`src/rtl/fb_rect_fill_pkg.sv`:
```
// Shared frame-buffer geometry and rectangle-fill state encoding.
// Also used by the VGA controller and memory_io.
package fb_rect_fill_pkg;

  localparam int unsigned FB_WIDTH  = 320;
  localparam int unsigned FB_HEIGHT = 240;
  localparam int unsigned ADDR_W    = 17;
  localparam int unsigned PIX_W     = 12;
  localparam int unsigned COORD_W   = 9;

  typedef enum logic [1:0] {
    IDLE    = 2'd0,
    WAIT_VB = 2'd1,
    FILL    = 2'd2,
    DONE    = 2'd3
  } state_e;

  // y * FB_WIDTH as shift-add; the shifts must track FB_WIDTH (320 = 256 + 64).
  function automatic logic [ADDR_W-1:0] row_offset(input logic [COORD_W-1:0] y);
    logic [ADDR_W-1:0] yy;
    yy = ADDR_W'(y);
    return (yy << 8) + (yy << 6);
  endfunction

endpackage

```
`src/rtl/fb_rect_addr_gen.sv`:
```
// Column/row walker for the rectangle fill: produces the write address and last-pixel flag.
// load computes the row base; the first pixel address follows one cycle later.
module fb_rect_addr_gen
  import fb_rect_fill_pkg::*;
(
  input  logic               clock,
  input  logic               reset,
  input  logic               clear,
  input  logic               load,
  input  logic               advance,
  input  logic [COORD_W-1:0] x0,
  input  logic [COORD_W-1:0] y0,
  input  logic [COORD_W-1:0] eff_w,
  input  logic [COORD_W-1:0] eff_h,
  output logic [ADDR_W-1:0]  addr,
  output logic               last
);

  logic [COORD_W-1:0] col_q;
  logic [COORD_W-1:0] row_q;
  logic [ADDR_W-1:0]  row_base_q;
  logic [ADDR_W-1:0]  addr_q;
  logic               seed_q;
  logic               col_end;

  assign col_end = (col_q == eff_w - COORD_W'(1));
  assign last    = col_end && (row_q == eff_h - COORD_W'(1));
  assign addr    = addr_q;

  always_ff @(posedge clock or posedge reset) begin
    if (reset) begin
      col_q      <= '0;
      row_q      <= '0;
      row_base_q <= '0;
      addr_q     <= '0;
      seed_q     <= 1'b0;
    end else if (clear) begin
      col_q      <= '0;
      row_q      <= '0;
      row_base_q <= '0;
      addr_q     <= '0;
      seed_q     <= 1'b0;
    end else if (load) begin
      col_q      <= '0;
      row_q      <= '0;
      row_base_q <= row_offset(y0);
      seed_q     <= 1'b1;
    end else if (seed_q) begin
      addr_q <= row_base_q + ADDR_W'(x0);
      seed_q <= 1'b0;
    end else if (advance && !last) begin
      // Holding on the last pixel keeps fb_addr inside the frame buffer.
      if (col_end) begin
        col_q      <= '0;
        row_q      <= row_q + COORD_W'(1);
        row_base_q <= row_base_q + ADDR_W'(FB_WIDTH);
        addr_q     <= row_base_q + ADDR_W'(FB_WIDTH) + ADDR_W'(x0);
      end else begin
        col_q  <= col_q + COORD_W'(1);
        addr_q <= addr_q + ADDR_W'(1);
      end
    end
  end

endmodule

```
`src/rtl/fb_rect_fill.sv`:
```
// Rectangle-fill engine: clips a command to the frame buffer and writes a solid colour
// through frame-buffer port A under memory_io's grant, optionally synchronised to vblank.
module fb_rect_fill
  import fb_rect_fill_pkg::*;
(
  input  logic               clock,
  input  logic               reset,
  input  logic               start,
  input  logic               vsync_mode,
  input  logic [COORD_W-1:0] x0,
  input  logic [COORD_W-1:0] y0,
  input  logic [COORD_W-1:0] width,
  input  logic [COORD_W-1:0] height,
  input  logic [PIX_W-1:0]   color,
  input  logic               abort,
  input  logic               vblank_int,
  input  logic               fb_gnt,
  output logic               fb_req,
  output logic               fb_wen,
  output logic [ADDR_W-1:0]  fb_addr,
  output logic [PIX_W-1:0]   fb_din,
  output logic               busy,
  output logic               done
);

  localparam logic [COORD_W:0] FB_W_EXT = (COORD_W+1)'(FB_WIDTH);
  localparam logic [COORD_W:0] FB_H_EXT = (COORD_W+1)'(FB_HEIGHT);

  state_e             state_q;
  logic               busy_q;
  logic               done_q;
  logic               fb_req_q;
  logic [PIX_W-1:0]   fb_din_q;
  logic [COORD_W-1:0] x0_q;
  logic [COORD_W-1:0] y0_q;
  logic [COORD_W-1:0] eff_w_q;
  logic [COORD_W-1:0] eff_h_q;
  logic               vsync_q;
  logic               empty_q;
  logic               prime_q;

  logic [COORD_W:0]   span_w;
  logic [COORD_W:0]   span_h;
  logic [COORD_W-1:0] eff_w_c;
  logic [COORD_W-1:0] eff_h_c;
  logic               empty_c;
  logic               gen_load;
  logic               gen_clear;
  logic               gen_last;

  // Extra bit keeps FB_WIDTH - x0 from wrapping; the empty flag covers x0 >= FB_WIDTH.
  always_comb begin
    span_w  = FB_W_EXT - {1'b0, x0};
    span_h  = FB_H_EXT - {1'b0, y0};
    eff_w_c = ({1'b0, width} < span_w) ? width : span_w[COORD_W-1:0];
    eff_h_c = ({1'b0, height} < span_h) ? height : span_h[COORD_W-1:0];
    empty_c = ({1'b0, x0} >= FB_W_EXT) || ({1'b0, y0} >= FB_H_EXT) ||
              (width == '0) || (height == '0);
  end

  // Busy while IDLE marks the two setup cycles: row base, then first address.
  assign gen_load  = (state_q == IDLE) && busy_q && !prime_q && !abort;
  assign gen_clear = abort && busy_q;

  always_ff @(posedge clock or posedge reset) begin
    if (reset) begin
      state_q  <= IDLE;
      busy_q   <= 1'b0;
      done_q   <= 1'b0;
      fb_req_q <= 1'b0;
      fb_din_q <= '0;
      x0_q     <= '0;
      y0_q     <= '0;
      eff_w_q  <= '0;
      eff_h_q  <= '0;
      vsync_q  <= 1'b0;
      empty_q  <= 1'b0;
      prime_q  <= 1'b0;
    end else begin
      unique case (state_q)
        IDLE: begin
          if (!busy_q) begin
            if (start && !abort) begin
              x0_q     <= x0;
              y0_q     <= y0;
              fb_din_q <= color;
              vsync_q  <= vsync_mode;
              eff_w_q  <= eff_w_c;
              eff_h_q  <= eff_h_c;
              empty_q  <= empty_c;
              prime_q  <= 1'b0;
              busy_q   <= 1'b1;
            end
          end else if (abort) begin
            busy_q  <= 1'b0;
            prime_q <= 1'b0;
          end else if (!prime_q) begin
            if (empty_q) begin
              state_q <= DONE;
              done_q  <= 1'b1;
            end else begin
              prime_q <= 1'b1;
            end
          end else begin
            prime_q  <= 1'b0;
            fb_req_q <= !vsync_q;
            state_q  <= vsync_q ? WAIT_VB : FILL;
          end
        end
        WAIT_VB: begin
          if (abort) begin
            state_q <= IDLE;
            busy_q  <= 1'b0;
          end else if (vblank_int) begin
            state_q  <= FILL;
            fb_req_q <= 1'b1;
          end
        end
        FILL: begin
          if (abort) begin
            state_q  <= IDLE;
            fb_req_q <= 1'b0;
            busy_q   <= 1'b0;
          end else if (fb_gnt && gen_last) begin
            state_q  <= DONE;
            fb_req_q <= 1'b0;
            done_q   <= 1'b1;
          end
        end
        DONE: begin
          state_q <= IDLE;
          done_q  <= 1'b0;
          busy_q  <= 1'b0;
        end
      endcase
    end
  end

  fb_rect_addr_gen u_addr_gen (
    .clock   (clock),
    .reset   (reset),
    .clear   (gen_clear),
    .load    (gen_load),
    .advance (fb_wen),
    .x0      (x0_q),
    .y0      (y0_q),
    .eff_w   (eff_w_q),
    .eff_h   (eff_h_q),
    .addr    (fb_addr),
    .last    (gen_last)
  );

  assign fb_req = fb_req_q;
  assign fb_wen = fb_req_q & fb_gnt;
  assign fb_din = fb_din_q;
  assign busy   = busy_q;
  assign done   = done_q;

endmodule

```
`config.mk`:
```
export PLATFORM = sky130hd
export DESIGN_NAME = fb_rect_fill
export DESIGN_NICKNAME = d
export VERILOG_FILES = /design/src/rtl/fb_rect_fill_pkg.sv /design/src/rtl/fb_rect_addr_gen.sv /design/src/rtl/fb_rect_fill.sv
export SDC_FILE = /design/constraint.sdc
export NUM_CORES = 1
export LEC_CHECK = 0
export ABC_AREA = 0
export CAP_MARGIN = 20
export CORE_ASPECT_RATIO = 1.75
export CORE_MARGIN = 3
export CORE_UTILIZATION = 47
export CTS_CLUSTER_SIZE = 28
export DETAILED_ROUTE_END_ITERATION = 7
export GPL_ROUTABILITY_DRIVEN = 0
export PLACE_DENSITY = 0.72
export SYNTH_ARGS = -nofsm -noshare
export SYNTH_HDL_FRONTEND = slang
export SYNTH_SLANG_ARGS = --single-unit
```
`constraint.sdc`:
```
create_clock -name clock -period 2.9 [get_ports clock]
set_input_delay 0.435 -clock clock [delete_from_list [all_inputs] [get_ports clock]]
set_output_delay 0.435 -clock clock [all_outputs]
set_load 0.02 [all_outputs]
```
# Yosys cells after proc, flatten, opt, wreduce, memory -nomap -nowiden
# Cells that the tools add are included.
# Widths: inputs -> output; s select.
word_totals:
  register_bits: 109
  wordCells: 146
  output_inout_bits: 33
classes:
  n_bitwise: 2
  reduce_logical: 33
  muxes: 59
  eq_ne: 20
  n_addsub: 11
  magnitude_cmp: 4
ops:
  columns: ["operator", "n"]
  rows:
  - ["$mux 17", 10]
  - ["$mux 9", 12]
  - ["$add 17x9->17", 2]
  - ["$mux 1", 24]
  - ["$lt 9x10->1", 2]
  - ["$add 9x1->9 const B", 2]
  - ["$eq 9x9->1", 2]
  - ["$logic_not 9->1", 2]
  - ["$mux 2", 9]
  - ["$ne 2x2->1 const B", 9]
  - ["$sub 9x1->9 const B", 2]
  - ["$add 17x1->17 const B", 1]
  - ["$add 17x15->17", 1]
  - ["$add 17x9->17 const B", 1]
  - ["$reduce_bool 3->1", 5]
  - ["$reduce_and 7->1", 2]
  - ["$ne 3x3->1 const B", 4]
  - ["$sub 8x9->10 const A", 1]
  - ["$sub 9x9->10 const A", 1]
  - ["$ge 9x8->1 const B", 1]
  - ["$ge 9x9->1 const B", 1]
  - ["$pmux 1 s3", 3]
  - ["$logic_and 1x1->1", 8]
  - ["$pmux 2 s4", 1]
  - ["other kinds (13)", 23]

# Depth between registers and ports, before layout
# Gate-level depths: netlist of run 1.
depth:
  ltp_word: 9
  ltp_mapped: 13
  depth_no_buf: 12

# Modules after synthesis
# A second synthesis of run 1 with hierarchy kept.
unflattened:
  hier_cells: 925
  hier_area_um2: 7701.1
modules_own_cells:
  columns: ["module", "cells_each", "area_per_inst_um2", "n_inst"]
  rows:
  - ["fb_rect_addr_gen", 553, 4426.7, 1]
  - ["fb_rect_fill", 372, 3274.4, 1]

# Worst setup path after synthesis of run 1
# No wires, ideal clock.
synth_timing:
  path_kind: "in2reg"
  startpoint: "input x0[1]"
  endpoint: "register eff_w_q[2]"
  n_path_buf: 1
  setup_slack_ps: -181
  setup_time_ps: 125
  arrival_ps: 2956
  stages: 11
  cell_sequence: "or4_1 > o31ai_1 > xor2_1 > ha_1 > o21a_1 > o21a_1 > o21ai_1 > a31oi_1 > clkbuf_1 > mux2i_1 > mux2_2"
synth_via:
  elab_chain_cells: 3
synth_lines:
  columns: ["item", "line", "source"]
  rows:
  - ["start: declaration", "fb_rect_fill.sv:10", "input logic [COORD_W-1:0] x0,"]
  - ["$sub 9x9->10 (*)", "fb_rect_fill.sv:53", "span_w = FB_W_EXT - {1'b0, x0};"]
  - ["$lt 9x10->1", "fb_rect_fill.sv:55", "eff_w_c = ({1'b0, width} < span_w) ? width : span_w[COORD_W-1:0];"]
  - ["$mux 9 (*)", "fb_rect_fill.sv:55", null]
  - ["end signal: assignment", "fb_rect_fill.sv:88", "eff_w_q <= eff_w_c;"]
  - ["end: declaration", "fb_rect_fill.sv:36", "logic [COORD_W-1:0] eff_w_q;"]
# Every way passes the cells marked *; elsewhere a longest branch is shown, timed or not.
# A chain may end at the register's enable or synchronous reset.

# Worst setup path after layout of run 1
layout_timing:
  startpoint: "register eff_w_q[4]"
  endpoint: "register u_addr_gen.row_q[7]"
layout_via:
  elab_chain_cells: 7
layout_lines:
  columns: ["item", "line", "source"]
  rows:
  - ["$sub 9x1->9 (*)", "fb_rect_addr_gen.sv:26", "assign col_end = (col_q == eff_w - COORD_W'(1));"]
  - ["$eq 9x9->1 (*)", "fb_rect_addr_gen.sv:26", null]
  - ["$logic_and 1x1->1", "fb_rect_addr_gen.sv:27", "assign last = col_end && (row_q == eff_h - COORD_W'(1));"]
  - ["$logic_not 1->1", "fb_rect_addr_gen.sv:51", "end else if (advance && !last) begin"]
  - ["$logic_and 1x1->1", "fb_rect_addr_gen.sv:51", null]
  - ["$reduce_bool 3->1 (no source line)", null, null]
  - ["$reduce_and 3->1 (no source line) (*)", null, null]
  - ["end signal: assignment", "fb_rect_addr_gen.sv:55", "row_q <= row_q + COORD_W'(1);"]
  - ["end: declaration", "fb_rect_addr_gen.sv:20", "logic [COORD_W-1:0] row_q;"]
# Marks and branches as above.

==> results of run 1 <==
worst paths after layout:
| kind | slack [ns] | cells past startpoint | to |
|---|---|---|---|
| hold reg to reg | 0.48 | 2 | fb_din[10]$_DFFE_PP0P_ |
| hold / removal | 0.48 | 2 | fb_din[10]$_DFFE_PP0P_ |
| min in group asynchronous | 0.60 | 3 | u_addr_gen.addr[13]$_DFFE_PP0P_ |
| max in group asynchronous | 1.87 | 3 | eff_w_q[3]$_DFFE_PP0P_ |
| setup / recovery | -0.01 | 8 | u_addr_gen.row_q[7]$_DFFE_PP0P_ |
| setup reg to reg | -0.01 | 8 | u_addr_gen.row_q[7]$_DFFE_PP0P_ |
layer usage:
layer	part of all wire	track usage	vias to the layer above
li1	-	-	3433
met1	0.37	0.2626	3318
met2	0.55	0.4347	188
met3	0.032	0.02232	54
met4	0.045	0.1349	0
met5	0	0	-
cells by family after synthesis:
logic type	after synthesis	share of synthesized area
compound gates	185	0.1656
buf+inv	74	0.04018
simple gates	361	0.2324
fa+ha+maj	44	0.07561
flops	103	0.3492
mux	31	0.04323
xor+xnor	79	0.09374
final cells by class:
cell class                 count  area [µm²]
inverter                      38       146.4
timing repair buffer         192        1735
clock buffer                  11       242.7
tap                          186       232.7
sequential                   103        2577
multi-input combinational    700        4731
clock inverter                 4       55.05
fill                        1303        5669
critical path, cell delays in order, from the launching register on:
cell and delay [ns]:
dfrtp_1 0.39, or3_4 0.39, or4b_4 0.51, a2111oi_4 0.39, and2_4 0.24, buf_6 0.11
nand3_4 0.09, or4_1 0.56, a21oi_2 0.17
cell usage in the layout (no fill, tap or decap), types with 8 or more instances in the layout:
cell type / netlist / final
a21o_1: 8 / 8
a21oi_1: 42 / 40
a31oi_1: 9 / 9
buf_4: 3 / 92
buf_6: 0 / 8
clkbuf_16: 0 / 9
clkdlybuf4s50_1: 0 / 81
dfrtp_1: 103 / 103
ha_1: 43 / 40
inv_1: 37 / 34
mux2i_1: 24 / 24
nand2_1: 150 / 150
nand3_1: 29 / 28
nand4_1: 13 / 13
nor2_1: 68 / 64
nor2b_1: 10 / 10
nor3_1: 18 / 17
nor4_1: 10 / 10
o21a_1: 11 / 11
o21ai_0: 32 / 31
o21ai_1: 22 / 22
o31ai_1: 9 / 8
or3_1: 12 / 11
xnor2_1: 42 / 41
xor2_1: 37 / 36
through the flow:
| step | worst slack, ns | instances | TNS (ns) | instance area (µm²) | power (mW) |
|---|---|---|---|---|---|
| floorplan | 0.02313 | 877 | 0 | 7397 | 5.394 |
| global placement | -0.4236 | 1212 | -7.775 | 9120 | 6.892 |
| detailed placement | -0.4915 | 1212 | -9.472 | 9120 | 7.007 |
| CTS | -0.004353 | 1232 | -0.004353 | 9535 | 8.349 |
| global route | -0.09025 | 1234 | -0.6036 | 9721 | 9.158 |
| finish | -0.01429 | 1234 | -0.01429 | 9721 | 8.464 |
registers in the layout, summed over array words and instances (netlist names):
register               cells
u_addr_gen.row_q           9
x0_q                       9
done                       1
eff_w_q                    9
u_addr_gen.col_q           9
fb_req                     1
eff_h_q                    9
empty_q                    1
prime_q                    1
busy                       1
fb_din                    12
u_addr_gen.seed_q          1
state_q                    2
y0_q                       9
vsync_q                    1
u_addr_gen.row_base_q     11
u_addr_gen.addr           17
repair_timing:
item | CTS | global route
pin swaps | 10 | 18
cloned | 1 | 0
resized for setup | 24 | 38
setup buffers | 4 | 2
setup endpoints to repair | 47 | 64
power by group through the flow:
stage          logic (mW)  clock network [mW]  registers [mW]
6_report             4.61                1.24            2.62
5_1_grt              5.12                1.33            2.71
4_1_cts              4.48                1.27            2.60
3_5_place_dp         4.38                   0            2.62
3_3_place_gp         4.29                   0            2.60
2_1_floorplan        2.71                   0            2.69
==> reports/metrics.cfg, run 1 <==
[run_status]
status=finished with violations
violations=setup timing

[critical_path]
r2r-start=eff_w_q[4]$_DFFE_PP0P_
end_kind=flip-flop
critPathArrivalTime_ns=3.19
critPathKind=flip-flop to flip-flop
critPathMaxFanout=5
crit_required_ns=3.17
startpoint_type=flip-flop
startpoint=eff_w_q[4]$_DFFE_PP0P_

[synth]
synth_edf_count=0
yosys.area.top_type_share=0.3492
yosys_warnings=0
ys_types=71
netlist_area_um2=7381
synth_top_cells_by_count=nand2_1, dfrtp_1, nor2_1
synth_area_leaders=dfrtp_1, nand2_1, ha_1
yosysSeqAreaShare=0.3492
ys_seq_elements=103
ys.flop_type=dfrtp_1
synth_fp_nets=976
async_flop_share=1.000
synth_largest_area_cell=dfrtp_1
postSynthCellCount=877
avgSynthCellArea_um2=8.416
synth.most_common_cell=nand2_1

[grt]
grt_use_total=0.2374
grt_pass1_wl_um=33210
overflow=0
antenna_found_initial=0
grt_pass1_vias=7077
grt_max_degree=104

[clocking]
cts_inserted_buffers=9
ctsHoldBuffers=0
clock-sinks=103
clk_pin_slew_ns=0.07
clockRootBuffer=clkbuf_16
htree_levels=3
cts_tree=yes
clk-insertion-delay-late_ns=0.35
clockBufferDepth=2

[routing]
drt-initial-drc-count=398
routedWlPerCell_um=16.38
vias_per_cell=5.667
drt-total-wl_um=20220
detail-route-antenna-nets=0
drc=0
drtPass1Iterations=5
vias=6993

[timing]
relSlewSlack=0.6146
fin_worst_skew_ns=0.009972
setup_viol=1
fmax_mhz=343.1
min_period_ns=2.914
hold_violations=0
timing.hold.ws_ns=0.4760
final_max_slew_viol_count=0
finalWorstSetupSlack_ns=-0.01429
tightest_slew_ns=0.5781
fin_crit_sh=1.005
grt_setup_unrepaired=true

[power_and_ir_drop]
p_per_area_nw_per_um2=870.7
p_int_mw=4.971
power.share.sequential=0.309
p_leak_nw=4.365
ir_worst_vdd_mv=0.4527
power_switching_mw=3.493
pwr-share-clk=0.147
comb_power_share=0.544
sw_frac_of_total=0.4126

[flow_run]
drv_cap=0

[floorplanning]
start_util=0.4796
die_w_um=100.7
ios=88
dieArea_um2=17300
row_count=60
chipHeight_um=171.8
coreArea_um2=15390

[finish]
antenna_cells=0
area_growth_pct=31.70
fin_util=0.6316
final_nets=1143
drive_gt1_frac=0.1632

[min_path]
hold_class=flip-flop to flip-flop
hp-start=fb_din[10]$_DFFE_PP0P_

[place]
dp_hpwl_um=15390
portBuffers=87

Note: power is estimated with default switching activity, not from simulation.
==> run 2, diff against run 1 <==
- ABC_AREA: 0 -> unset
- RECOVER_POWER: unset -> 100
==> reports/metrics.cfg, run 2 (synthesized netlist as in run 1, its figures left out) <==
[timing]
setup_viol=3  ; +2
min_period_ns=2.916  ; +0.001524 ns
hold_violations=0  ; unchanged
relSlewSlack=0.03036  ; -0.5842
grt_setup_unrepaired=true
tightest_slew_ns=1.454  ; +0.8763 ns
fin_crit_sh=1.005  ; about the same
fin_worst_skew_ns=0.009971  ; -0.000001390 ns
final_max_slew_viol_count=0  ; unchanged
fmax_mhz=343.0  ; about the same
timing.hold.ws_ns=0.4719  ; -0.004005 ns
finalWorstSetupSlack_ns=-0.01582  ; -0.001524 ns

[routing]
drt-initial-drc-count=335  ; -16%
drt-total-wl_um=20210  ; about the same
vias=6964  ; -0.41%
routedWlPerCell_um=16.38  ; about the same
drtPass1Iterations=5  ; unchanged
vias_per_cell=5.643  ; -0.41%
detail-route-antenna-nets=0  ; unchanged
drc=0  ; unchanged

[power_and_ir_drop]
power_switching_mw=3.482  ; -0.30%
power.share.sequential=0.312  ; +0.003
p_leak_nw=4.419  ; +1.2%
p_per_area_nw_per_um2=865.9  ; -0.56%
comb_power_share=0.540  ; -0.004
pwr-share-clk=0.148  ; about the same
p_int_mw=4.889  ; -1.7%
ir_worst_vdd_mv=0.4527  ; about the same
sw_frac_of_total=0.4159  ; +0.003298

[critical_path]
critPathMaxFanout=5  ; unchanged
worstPathCellList=or3_4, or4b_4, a2111oi_4, and2_4, buf_6, nand3_4, or4_1, a21oi_2
end_kind=flip-flop
reg2reg_to=u_addr_gen.row_q[7]$_DFFE_PP0P_
critPathKind=flip-flop to flip-flop
cp_slowest_cell=or4_1
slowest_delay_ns=0.56  ; about the same
worst_r2r_path_depth=8  ; unchanged
r2r-start=eff_w_q[4]$_DFFE_PP0P_
crit_required_ns=3.17  ; about the same
r2r_slack_ns=-0.02  ; about the same
startpoint_type=flip-flop
critPathArrivalTime_ns=3.19  ; about the same

[clocking]
clockBufferDepth=2  ; unchanged
ctsHoldBuffers=0  ; unchanged
cts_inserted_buffers=9  ; unchanged
htree_levels=3  ; unchanged
clk-insertion-delay-late_ns=0.35  ; about the same
clk_pin_slew_ns=0.07  ; about the same
clockRootBuffer=clkbuf_16
clock-sinks=103  ; unchanged
cts_tree=yes

[min_path]
hold_class=flip-flop to flip-flop
min_path_cells=2  ; unchanged
hp-start=fb_din[9]$_DFFE_PP0P_
hold_end=fb_din[9]$_DFFE_PP0P_

[flow_run]
drv_cap=0  ; unchanged

[grt]
antenna_found_initial=0  ; unchanged
overflow=0  ; unchanged
grt_max_degree=104  ; unchanged
grt_use_total=0.2374  ; unchanged
grt_pass1_wl_um=33210  ; unchanged
grt_pass1_vias=7077  ; unchanged

[floorplanning]
start_util=0.4796  ; unchanged
coreArea_um2=15390  ; unchanged
chipHeight_um=171.8  ; unchanged
die_w_um=100.7  ; unchanged
row_count=60  ; unchanged
ios=88  ; unchanged
dieArea_um2=17300  ; unchanged

[run_status]
status=finished with violations
violations=setup timing

[finish]
num-fill-cells=1314  ; +0.84%
final_cell_mix=nand2_1, dfrtp_1, buf_4
largest_reg_flops=17  ; unchanged
final_nets=1143  ; unchanged
final_common_cell=nand2_1
antenna_cells=0  ; unchanged
drive_gt1_frac=0.1594  ; -0.003817
area_growth_pct=30.99
post-route-cell-area_um2=9668  ; -0.54%

[place]
place_ws_ns=-0.4915  ; unchanged
dp_hpwl_um=15390  ; unchanged
portBuffers=87  ; unchanged
post_dp_cell_area_um2=9120  ; unchanged

[run 2: area by class of cell]
| type | count | area (µm²) | share of cell area |
|---|---|---|---|
| multi-input combinational | 700 | 4717 | 0.4879 |
| clock buffer | 11 | 242.7 | 0.02511 |
| tap | 186 | 232.7 | 0.02407 |
| inverter | 38 | 146.4 | 0.01514 |
| timing repair buffer | 192 | 1697 | 0.1755 |
| sequential | 103 | 2577 | 0.2666 |
| clock inverter | 4 | 55.05 | 0.005694 |
[run 2: how the worst max path moves through the flow]
stage                           start                               to  slack (ns)
2_1_floorplan  eff_h_q[0]$_DFFE_PP0P_           state_q[0]$_DFFE_PP0P_        0.02
3_3_place_gp                    x0[0]           eff_w_q[4]$_DFFE_PP0P_       -0.42
3_5_place_dp                    x0[0]           eff_w_q[4]$_DFFE_PP0P_       -0.49
4_1_cts        eff_w_q[4]$_DFFE_PP0P_  u_addr_gen.row_q[8]$_DFFE_PP0P_      -0.004
5_1_grt        eff_w_q[4]$_DFFE_PP0P_  u_addr_gen.row_q[8]$_DFFE_PP0P_       -0.09
6_report       eff_w_q[4]$_DFFE_PP0P_  u_addr_gen.row_q[7]$_DFFE_PP0P_       -0.02
[run 2: what timing repair did]
item / CTS / global route
buffers inserted: 4 / 2
gates cloned: 1 / 0
endpoints found under the setup margin: 47 / 64
pin swaps: 10 / 18
resized for setup: 24 / 38
[run 2: stage by stage]
stage                      TNS [ns]  std cells  utilization  total power, mW
after global routing         -1.018       1234       0.6282            9.065
after global placement       -7.775       1212       0.5926            6.892
final                      -0.03002       1234       0.6282            8.371
after floorplan                   0        877            -            5.394
after CTS                 -0.004353       1232       0.6196            8.349
after detailed placement     -9.472       1212       0.5926            7.007
[run 2: critical path, delay by kind of cell, from the launching register on]
family,cells,cell delay [ns]
and+or+nand+nor,5,1.78
AOI/OAI and AO/OA,2,0.56
DFF,1,0.39
buffers and inverters,1,0.11
[run 2: power by group through the flow]
stage | combinational [mW] | sequential (mW) | clock [mW]
2_1_floorplan | 2.71 | 2.69 | 0
5_1_grt | 5.03 | 2.70 | 1.33
3_5_place_dp | 4.38 | 2.62 | 0
6_report | 4.52 | 2.61 | 1.24
4_1_cts | 4.48 | 2.60 | 1.27
3_3_place_gp | 4.29 | 2.60 | 0
[run 2: metal layers]
layer | up-vias | track usage | share of wire
met5 | - | 0 | 0
met4 | 0 | 0.1349 | 0.048
met3 | 57 | 0.02232 | 0.028
met2 | 172 | 0.4347 | 0.55
met1 | 3306 | 0.2626 | 0.37
li1 | 3429 | - | -
==> run 3, diff against run 2 <==
- PLACE_DENSITY: 0.72 -> 0.76
- clock period: 2.9 -> 2.6 ns (I/O delays scaled with it)
==> reports/metrics.cfg, run 3 (synthesized netlist as in run 1, its figures left out) <==
[grt]
grt_max_degree=104  ; unchanged
grt_pass1_vias=7406  ; +4.6%
grt_use_total=0.2478  ; +0.01037
antenna_found_initial=0  ; unchanged
overflow=0  ; unchanged
grt_pass1_wl_um=34600  ; +4.2%

[clocking]
htree_levels=3  ; unchanged
cts_tree=yes
clk_pin_slew_ns=0.07  ; about the same
clockRootBuffer=clkbuf_16
cts_inserted_buffers=9  ; unchanged
clock-sinks=103  ; unchanged
clockBufferDepth=2  ; unchanged
ctsHoldBuffers=0  ; unchanged
clk-insertion-delay-late_ns=0.35  ; about the same

[timing]
tightest_slew_ns=1.451  ; -0.003869 ns
fin_crit_sh=1.097  ; +0.09180
fin_tns_setup_ns=-5.214  ; -5.184 ns
final_max_slew_viol_count=0  ; unchanged
relSlewSlack=0.03294  ; +0.002579
finalWorstSetupSlack_ns=-0.2529  ; -0.2370 ns
setup_viol=54  ; +51
min_period_ns=2.853  ; -0.06296 ns
fmax_mhz=350.5  ; +2.2%
timing.hold.ws_ns=0.4028  ; -0.06910 ns
grt_setup_unrepaired=true
fin_worst_skew_ns=0.006093  ; -0.003877 ns
hold_violations=0  ; unchanged

[finish]
drive_gt1_frac=0.2177  ; +0.05832
final_nets=1170  ; +2.4%
largest_reg_flops=17  ; unchanged
num-fill-cells=1164  ; -11%
antenna_cells=0  ; unchanged
area_growth_pct=38.19
final_cell_mix=nand2_1, buf_4, dfrtp_1
stdcell_count=1261  ; +2.2%
final_common_cell=nand2_1

[run_status]
violations=setup timing
status=finished with violations

[critical_path]
worst_r2r_path_depth=8  ; unchanged
end_kind=flip-flop
reg2reg_to=state_q[0]$_DFFE_PP0P_
critPathKind=flip-flop to flip-flop
critPathMaxFanout=4  ; -1
startpoint_type=flip-flop
critPathArrivalTime_ns=3.09  ; -0.10 ns
r2r_slack_ns=-0.25  ; -0.24 ns
r2r-start=eff_w_q[6]$_DFFE_PP0P_
crit_required_ns=2.84  ; -0.33 ns

[place]
portBuffers=87  ; unchanged
dp_hpwl_um=16300  ; +5.9%
place_ws_ns=-0.7025  ; -0.2109 ns
dp.cells=1235  ; +1.9%

[routing]
drc=0  ; unchanged
vias_per_cell=5.821  ; +3.1%
drtPass1Iterations=5  ; unchanged
routedWlPerCell_um=17.59  ; +7.4%
detail-route-antenna-nets=0  ; unchanged
drt-initial-drc-count=400  ; +19%
vias=7340  ; +5.4%
drt-total-wl_um=22180  ; +9.7%

[floorplanning]
row_count=60  ; unchanged
chipHeight_um=171.8  ; unchanged
dieArea_um2=17300  ; unchanged
coreArea_um2=15390  ; unchanged
die_w_um=100.7  ; unchanged
start_util=0.4796  ; unchanged
ios=88  ; unchanged

[min_path]
hp-start=y0[4]
min_path_cells=3  ; +1
hold_end=y0_q[4]$_DFFE_PP0P_
hold_class=input port to flip-flop

[power_and_ir_drop]
ir_worst_vdd_mv=0.4593  ; +1.5%
p_leak_nw=4.644  ; +5.1%
p_per_area_nw_per_um2=971.5  ; +12%

[flow_run]
drv_cap=0  ; unchanged

-- run 3: layout make-up --
type | count | area [µm²] | share of cell area
timing repair buffer | 219 | 1942 | 0.1904
tap | 186 | 232.7 | 0.02282
inverter | 38 | 146.4 | 0.01435
sequential | 103 | 2579 | 0.2528
clock inverter | 5 | 81.33 | 0.007973
multi-input combinational | 700 | 4980 | 0.4882
clock buffer | 10 | 239.0 | 0.02343
-- run 3: worst max-delay path by stage --
stage / startpoint / endpoint / slack [ns] / cells after the start
after floorplan: x0[1] / eff_w_q[4]$_DFFE_PP0P_ / -0.15 / 11
after global placement: y0[0] / eff_h_q[7]$_DFFE_PP0P_ / -0.65 / 12
after detailed placement: x0[1] / eff_w_q[3]$_DFFE_PP0P_ / -0.70 / 12
after CTS: eff_w_q[6]$_DFFE_PP0P_ / state_q[0]$_DFFE_PP0P_ / -0.21 / 8
after global routing: eff_w_q[6]$_DFFE_PP0P_ / state_q[0]$_DFFE_PP0P_ / -0.31 / 8
final: eff_w_q[6]$_DFFE_PP0P_ / state_q[0]$_DFFE_PP0P_ / -0.25 / 8
-- run 3: worst max-delay path, cell delays in order (launching register included) --
cell	delay, ns
dfrtp_1	0.40
or3_4	0.39
or4b_4	0.50
a2111oi_4	0.36
and2_4	0.27
buf_12	0.12
a311o_1	0.17
o311a_1	0.23
mux2_4	0.31
-- run 3: timing repair --
action                     4_1_cts  5_1_grt
pin swaps                       17       26
setup buffers                   13        2
gates cloned                     1        0
gates resized for setup         62       55
setup endpoints to repair       68       68
-- run 3: per-layer routing --
layer  track usage  routed length, µm
met4        0.1525               1209
met3       0.02719                718
met2        0.4677              12420
met1        0.2538               7826
met5             0                  0
-- run 3: through the flow --
| stage | total power, mW | instance area, µm² | utilization |
|---|---|---|---|
| final | 9.909 | 10200 | 0.6628 |
| after global routing | 10.61 | 10200 | 0.6628 |
| after CTS | 9.858 | 10050 | 0.6533 |
| after detailed placement | 8.154 | 9435 | 0.6131 |
| after global placement | 7.979 | 9435 | 0.6131 |
| after floorplan | 6.196 | 7547 | - |
-- run 3: where the power goes --
part	switching [mW]	internal [mW]	total (mW)
Combinational	2.83	2.68	5.51
Sequential	0.680	2.23	2.91
Clock	0.626	0.868	1.49
Total	4.14	5.77	9.91
